==> src/rtl/fetch_stage_pkg.sv <==
// ============================================================================
// fetch_stage_pkg : shared pipeline types and instruction field layout
// Rev 1.0
// ============================================================================
`default_nettype none

package fetch_stage_pkg;

  typedef enum logic [1:0] {
    ST_BOOT = 2'd0,
    ST_RUN  = 2'd1,
    ST_TRAP = 2'd2
  } state_t;

  localparam int INSTR_W = 16;
  localparam int FIELD_W = 4;
  localparam int OPC_LSB = 12;
  localparam int OP1_LSB = 8;
  localparam int OP2_LSB = 4;

  localparam logic [INSTR_W-1:0] NOP_INSTR_DEF = 16'hF000;

endpackage

`default_nettype wire

==> src/rtl/if_id_reg.sv <==
// ============================================================================
// if_id_reg : pipeline buffer with flush (bubble) > hold > load priority
// Rev 1.0
// ============================================================================
`default_nettype none

module if_id_reg #(
  parameter int               DATA_W = 16,
  parameter int               PC_W   = 8,
  parameter logic [DATA_W-1:0] NOP   = 16'hF000
) (
  input  logic              clk,
  input  logic              rst_n,
  input  logic              i_flush,
  input  logic              i_load,
  input  logic [DATA_W-1:0] i_instr,
  input  logic [PC_W-1:0]   i_pc,
  output logic [DATA_W-1:0] o_instr,
  output logic [PC_W-1:0]   o_pc,
  output logic              o_valid
);

  logic [DATA_W-1:0] r_instr;
  logic [PC_W-1:0]   r_pc;
  logic              r_valid;

  always_ff @(posedge clk or negedge rst_n) begin
    if (!rst_n) begin
      r_instr <= NOP;
      r_pc    <= '0;
      r_valid <= 1'b0;
    end else if (i_flush) begin
      r_instr <= NOP;
      r_pc    <= '0;
      r_valid <= 1'b0;
    end else if (i_load) begin
      r_instr <= i_instr;
      r_pc    <= i_pc;
      r_valid <= 1'b1;
    end
  end

  assign o_instr = r_instr;
  assign o_pc    = r_pc;
  assign o_valid = r_valid;

endmodule

`default_nettype wire

==> src/rtl/fetch_stage.sv <==
// ============================================================================
// fetch_stage : IF stage with BOOT/RUN/TRAP control, PC and IF/ID buffer.
// Optional stall counter enabled by FETCH_STALL_CNT_EN.  Rev 1.0
// ============================================================================
`default_nettype none

module fetch_stage
  import fetch_stage_pkg::*;
#(
  parameter int                 PC_W      = 8,
  parameter logic [PC_W-1:0]    RESET_PC  = 'h00,
  parameter logic [INSTR_W-1:0] NOP_INSTR = NOP_INSTR_DEF
) (
  input  logic               clk,
  input  logic               rst_n,
  input  logic               pcCtrl,
  input  logic               bufferCtrl,
  input  logic               branch_taken,
  input  logic [PC_W-1:0]    branch_target,
  input  logic               opCode_error,
  output logic [PC_W-1:0]    imem_addr,
  input  logic [INSTR_W-1:0] imem_data,
  output logic [INSTR_W-1:0] IF_ID_instr,
  output logic [PC_W-1:0]    IF_ID_pc,
  output logic               IF_ID_valid,
  output logic [FIELD_W-1:0] IF_ID_opCode,
  output logic [FIELD_W-1:0] IF_ID_Op1,
  output logic [FIELD_W-1:0] IF_ID_Op2,
  output logic               trap
`ifdef FETCH_STALL_CNT_EN
  ,
  output logic [15:0]        stall_count
`endif
);

  state_t          r_state, w_state_nxt;
  logic [PC_W-1:0] r_pc, w_pc_nxt;
  logic            w_flush;

  always_ff @(posedge clk or negedge rst_n) begin
    if (!rst_n) begin
      r_state <= ST_BOOT;
      r_pc    <= RESET_PC;
    end else begin
      r_state <= w_state_nxt;
      r_pc    <= w_pc_nxt;
    end
  end

  always_comb begin
    w_state_nxt = r_state;
    w_pc_nxt    = r_pc;
    case (r_state)
      ST_BOOT: w_state_nxt = ST_RUN;
      ST_RUN: begin
        if (opCode_error && IF_ID_valid) w_state_nxt = ST_TRAP;
        // Flush outranks the hazard stall.
        if (branch_taken)   w_pc_nxt = branch_target;
        else if (pcCtrl)    w_pc_nxt = r_pc + PC_W'(1);
      end
      default: ;
    endcase
  end

  // Outside RUN the buffer is pinned to a bubble regardless of inputs.
  assign w_flush = (r_state != ST_RUN) || branch_taken;

  if_id_reg #(
    .DATA_W (INSTR_W),
    .PC_W   (PC_W),
    .NOP    (NOP_INSTR)
  ) u_if_id (
    .clk     (clk),
    .rst_n   (rst_n),
    .i_flush (w_flush),
    .i_load  (bufferCtrl),
    .i_instr (imem_data),
    .i_pc    (r_pc),
    .o_instr (IF_ID_instr),
    .o_pc    (IF_ID_pc),
    .o_valid (IF_ID_valid)
  );

  assign imem_addr    = r_pc;
  assign trap         = (r_state == ST_TRAP);
  assign IF_ID_opCode = IF_ID_instr[OPC_LSB +: FIELD_W];
  assign IF_ID_Op1    = IF_ID_instr[OP1_LSB +: FIELD_W];
  assign IF_ID_Op2    = IF_ID_instr[OP2_LSB +: FIELD_W];

`ifdef FETCH_STALL_CNT_EN
  logic [15:0] r_stall_cnt;

  always_ff @(posedge clk or negedge rst_n) begin
    if (!rst_n) begin
      r_stall_cnt <= '0;
    end else if ((r_state == ST_RUN) && !pcCtrl && !branch_taken &&
                 (r_stall_cnt != 16'hFFFF)) begin
      r_stall_cnt <= r_stall_cnt + 16'd1;
    end
  end

  assign stall_count = r_stall_cnt;
`endif

endmodule

`default_nettype wire

==> config.mk <==
export PLATFORM = sky130hd
export DESIGN_NAME = fetch_stage
export DESIGN_NICKNAME = d
export VERILOG_FILES = /design/src/rtl/fetch_stage_pkg.sv /design/src/rtl/if_id_reg.sv /design/src/rtl/fetch_stage.sv
export SDC_FILE = /design/constraint.sdc
export NUM_CORES = 1
export LEC_CHECK = 0
export ABC_AREA = 1
export BUFFER_PORTS_ARGS = -buffer_cell sky130_fd_sc_hd__buf_2
export CAP_MARGIN = 20
export CELL_PAD_IN_SITES_DETAIL_PLACEMENT = 0
export CELL_PAD_IN_SITES_GLOBAL_PLACEMENT = 1
export CORE_ASPECT_RATIO = 1.25
export CORE_UTILIZATION = 35
export DETAILED_ROUTE_END_ITERATION = 8
export GPL_TIMING_DRIVEN = 1
export HOLD_SLACK_MARGIN = 0.03
export PLACE_DENSITY = 0.91
export SLEW_MARGIN = 15
export SYNTH_ARGS = -nofsm -noshare
export SYNTH_HDL_FRONTEND = slang
export SYNTH_SLANG_ARGS = --single-unit
export TNS_END_PERCENT = 5
==> constraint.sdc <==
create_clock -name clk -period 2 [get_ports clk]
set_input_delay 0.1 -clock clk [delete_from_list [all_inputs] [get_ports clk]]
set_output_delay 0.1 -clock clk [all_outputs]
set_load 0.005 [all_outputs]
Yosys cells after proc, flatten, opt, wreduce, memory -nomap -nowiden
Index checks and enable logic that the tools add are counted.
Widths: inputs -> output; s select.
{ "word_totals": {"romBits": 0, "word_cells": 28, "output_inout_bits": 46, "reg_bits": 35, "latch_bits": 0, "memories": 0, "in_bits": 30, "ram_bits": 0} }
{ "op_classes": {"n_shift": 0, "addsub": 1, "div_mod_pow": 0, "multipliers": 0, "reduce_logical": 8, "magnitude_cmp": 0, "eq_ne": 4, "n_bitwise": 0, "n_mux": 10} }
{ "op_table": {"columns": ["cell", "count"], "rows": [
  ["$mux 16", 2],
  ["$mux 8", 4],
  ["$add 8x1->8 const B", 1],
  ["$reduce_bool 2->1", 3],
  ["$pmux 2 s2", 1],
  ["$reduce_and 2->1", 2],
  ["$eq 2x1->1 const B", 1],
  ["$eq 2x2->1 const B", 1],
  ["$logic_not 2->1", 1],
  ["$mux 1", 2],
  ["$mux 2", 1],
  ["$ne 2x1->1 const B", 1],
  ["$ne 2x2->1 const B", 1],
  ["$logic_and 1x1->1", 1],
  ["$logic_or 1x1->1", 1]
]} }

Longest topological paths before layout
{ "depth": {"depth_word": 3, "depth_mapped": 8, "depth_no_buf": 8} }

Cells and area by module
A second synthesis with hierarchy kept.
{ "unflattened": {"hier_cells": 209, "hier_area_um2": 1712.9} }
{ "modules_own_cells": {"columns": ["mod", "cells_each", "area_per_inst_um2", "seq_area_each_um2", "n_inst"], "rows": [
  ["if_id_reg", 108, 1016.0, 630.6, 1],
  ["fetch_stage", 101, 696.9, 250.2, 1]
]} }

Least setup slack after synthesis
OpenSTA, ideal clock, no wires.
{ "synth_timing": {"path_kind": "reg-to-reg", "from": "reg r_pc[1] (netlist: imem_addr[1])", "to": "reg r_pc[6] (netlist: imem_addr[6])", "required_ns": 1.887, "path_buffers": 0, "setup_time_ns": 0.113, "arrival_time_ns": 1.006, "path_slack_ns": 0.881, "stages_incl_launch_ff": 9, "period_less_slack_ns": 1.119, "cell_sequence": "dfrtp_1 ha_1 nand3_1 nor2_1 nand2_1 nand2_1 nand2_1 nand2_1 inv_1"} }
{ "synth_between": {"elab_chain_len": 3} }
{ "synth_lines": {"columns": ["element", "line_no", "rtl"], "rows": [
  ["from (decl)", "fetch_stage.sv:37", "logic [PC_W-1:0] r_pc, w_pc_nxt;"],
  ["from (signal assigned)", "fetch_stage.sv:46", "r_pc <= w_pc_nxt;"],
  ["$add 8x1->8", "fetch_stage.sv:59", "else if (pcCtrl) w_pc_nxt = r_pc + PC_W'(1);"],
  ["$mux 8", "fetch_stage.sv:59", null],
  ["$mux 8", "fetch_stage.sv:58", "if (branch_taken) w_pc_nxt = branch_target;"]
]} }
No other way between the ends. The select of a mux whose other input is x is not followed.
A chain may end at the register's enable or synchronous reset.

Final worst setup path
{ "layout_timing": {"from": "reg r_state[1]", "to": "reg u_if_id.r_instr[13] (netlist: u_if_id.o_instr[13])"} }
{ "layout_between": {"elab_chain_len": 3, "elab_cells_between_ends": 4, "cone_classes": "eq/ne: 1; mux: 1; reduce/logical: 2"} }
{ "layout_lines": {"columns": ["element", "line_no", "rtl"], "rows": [
  ["from (decl)", "fetch_stage.sv:36", "state_t r_state, w_state_nxt;"],
  ["from (signal assigned)", "fetch_stage.sv:45", "r_state <= w_state_nxt;"],
  ["$ne 2x1->1 *", "fetch_stage.sv:66", "assign w_flush = (r_state != ST_RUN) || branch_taken;"],
  ["$logic_or 1x1->1 *", "fetch_stage.sv:66", null],
  ["$mux 16 / $reduce_bool 2->1 (equally long branches)", null, null],
  ["to (signal assigned)", "if_id_reg.sv:37", "r_instr <= i_instr;"],
  ["to (decl)", "if_id_reg.sv:23", "logic [DATA_W-1:0] r_instr;"]
]} }
Every way passes the cells marked *; elsewhere a longest branch is shown, timed or not.

==> results by group <==
Run status
  – Outcome: completed

Clock network
  – Hold_buf cts: 13
  – Post-CTS Setup Bufs: 0
  – CTS sink cnt: 35
  – Num CTS Buffers: 5
  – Clock H-tree levels: 2
  – Post-cts resize count: 0
  – CTS root buf: clkbuf_8
  – TritonCTS clock tree: done
  – Worst-path clk slew: 70 ps
  – Clock tree buffer depth: 2
  – Clk_lat worst skew: 280 ps

Global routing
  – Initial antenna violation count: 0
  – Grt total ovfl: 0
  – Global-route wire length before repair: 6180 um
  – Vias in the first global route: 1438
  – Gr usage total: 0.153
  – Largest net degree at the start of global routing: 36

Timing
  – Fmax: 691 MHz
  – Worst-Margin Slew: 762 ps
  – Share of the clock period used by the worst path: 0.724
  – Fin Clk Skew: 5.15 ps
  – Headroom to the max-slew limit: 0.492
  – Setup TNS: 0 ps
  – Slew Limit Fails: 0
  – Final Critical Period: 1450 ps
  – RSZ-0062 raised after global routing: no
  – Final setup viols: 0
  – Endpoints failing hold: 0

Place
  – Post-detail-place hpwl: 2640 um
  – Port Buffers: 75
  – Routability cong.: 0.772

Finish
  – Filler cells: 489
  – Area Growth Syn to Fin: 29.6%
  – Nets: 318
  – ANT cells: 0
  – Register Area: 881 um^2
  – Multi-input combinational cell area: 619 um^2
  – Utilization after layout: 0.473
  – Layout cell share with drive strength beyond 1: 0.337

Logic synthesis
  – Share of the synthesized area in the top cell type: 0.450
  – Post-Syn Nets: 241
  – Post-Synthesis Cells: 210
  – Library cells used by synthesis: 18
  – Top FF cell, synth: dfrtp_1
  – Post-synth EDFFs: 0
  – Yosys reg bits: 35
  – Synth cell count leaders: 81 x nand2_1, 31 x dfrtp_1, 25 x nor2_1, 16 x inv_1, 15 x buf_4
  – Async S/R FF share, synth: 1.00
  – Most frequent cell after synthesis: nand2_1
  – Mapped Area: 0.00173 mm^2
  – Ys Warns: 0
  – Leading area contributor after synthesis: dfrtp_1
  – Post-synthesis sequential area ratio: 0.511
  – Ranking of synthesized cells by area: dfrtp_1 45%, nand2_1 18%, buf_4 6.5%, dfstp_2 6.1%, nor2_1 5.4%
  – Avg Inst Size Synth: 8.22 um^2

Power
  – Total Power: 0.00134 W
  – Leak: 1.27 nW
  – Worst IR drop on VDD: 0.000221 V
  – Power Dens Cells: 601 mW/mm^2

Floorplanning
  – Die Ht: 80.5 um
  – Die width: 64.8 um
  – Die area: 0.00522 mm^2
  – Initial Util: 0.365
  – Num rows: 28
  – Core ar.: 0.00473 mm^2
  – I/O Pins: 76

Detailed routing
  – Drt total wl: 3680 um
  – DR DRC count: 0
  – Antenna Nets Post-Route: 0
  – WL per Instance: 10.6 um
  – Initial DRC count: 65
  – Via-to-Cell Ratio: 4.38
  – Via count: 1523
  – Router iterations before antenna repair: 4

Worst setup path
  – CP Buf/Inv Count: 3
  – Crit-path cells: inv_1 > nand2_4 > nor2_4 > inv_2 > nor2_4 > inv_1 > nor2_1 > nor2_1
  – Element type at the critical path start: flop
  – Crit Path Category: reg2reg
  – Worst Path Max Fanout: 21
  – Max incr delay on CP: 360 ps
  – Worst path arrival time: 1650 ps
  – Element type at the critical path end: flop
  – Critical path required time: 2210 ps
  – CP max stage cell: dfrtp_1
  – Top delay family on crit path: simple AND/OR/NAND/NOR gates

Job
  – Max-Cap Viols: 0

Worst hold path
  – Worst min path class: in2reg
cells in the final DEF, fill, tap and decap left out, drive strengths merged, types with 4 or more instances in the layout:
cell type,n
clkbuf,8
o21ai,15
nand3,6
inv,18
nor2,28
nand2,82
dfstp,4
buf,76
dlygate4sd3,13
dfrtp,31
final cells by class:
cell class / count / area share
Timing Repair Buffer: 89 / 0.229
Tap cell: 60 / 0.0336
Inverter: 18 / 0.0302
Sequential cell: 35 / 0.394
Multi-Input combinational cell: 138 / 0.277
Clock buffer: 8 / 0.0358
registers in the layout (all words and copies together), names as in the netlist:
register,cells
r_state,2
imem_addr,8
u_if_id.o_valid,1
u_if_id.o_instr,16
u_if_id.o_pc,8
metrics by stage:
step                setup WS, ps  cells  instance area [um^2]  hold slack [ps]
global placement             562    327                  2030              219
CTS                          510    348                  2240             43.9
detailed placement           530    327                  2030              233
finish                       552    348                  2240             52.5
global route                 344    348                  2240             48.4
floorplan                    881    210                  1730             -196
routing by layer:
metal,up-vias,part of all wire,global-route usage,routed length (um)
met5,-,0,0,0
met4,0,0.0073,0.0533,27
met3,2,0.050,0.0384,185
met2,50,0.50,0.266,1850
met1,683,0.44,0.180,1620
li1,788,-,-,-
worst paths after layout:
path | slack (ps) | from | cells past startpoint | to
worst max-delay path | 550 | r_state[1]$_DFFE_PN0P_ | 8 | u_if_id.o_instr[13]$_DFFE_PN1P_
max in group asynchronous | 1080 | rst_n | 2 | u_if_id.o_instr[2]$_DFFE_PN0P_
worst min register to register | 470 | u_if_id.o_instr[1]$_DFFE_PN0P_ | 2 | u_if_id.o_instr[1]$_DFFE_PN0P_
worst min-delay path | 50 | imem_data[4] | 3 | u_if_id.o_instr[4]$_DFFE_PN0P_
worst max register to register | 550 | r_state[1]$_DFFE_PN0P_ | 8 | u_if_id.o_instr[13]$_DFFE_PN1P_
min in group asynchronous | 430 | rst_n | 2 | u_if_id.o_instr[8]$_DFFE_PN0P_
cell families (layout without fill, tap and decap cells):
| family | Yosys count | count (layout) | synth area share |
|---|---|---|---|
| AND/OR/NAND/NOR | 116 | 116 | 0.274 |
| buffers and inverters | 37 | 115 | 0.131 |
| flip-flops | 35 | 35 | 0.511 |
| AO/OA/AOI/OAI | 21 | 21 | 0.0776 |
| adder cells (fa/ha/maj) | 1 | 1 | 0.00725 |
tightest hold or removal path, delay by kind of cell:
family / cells / cell delay [ps]
AND/OR/NAND/NOR: 2 / 120
buffers and inverters: 1 / 80
power by group:
part	switching, W	total, W	leakage (nW)	internal [W]
Sequential	0.0000161	0.000737	0.445	0.000721
Combinational	0.0000671	0.000129	0.783	0.0000620
Clock	0.000230	0.000477	0.0395	0.000247
Total	0.000313	0.00134	1.27	0.00103
Power figures use the tool's default switching activity.
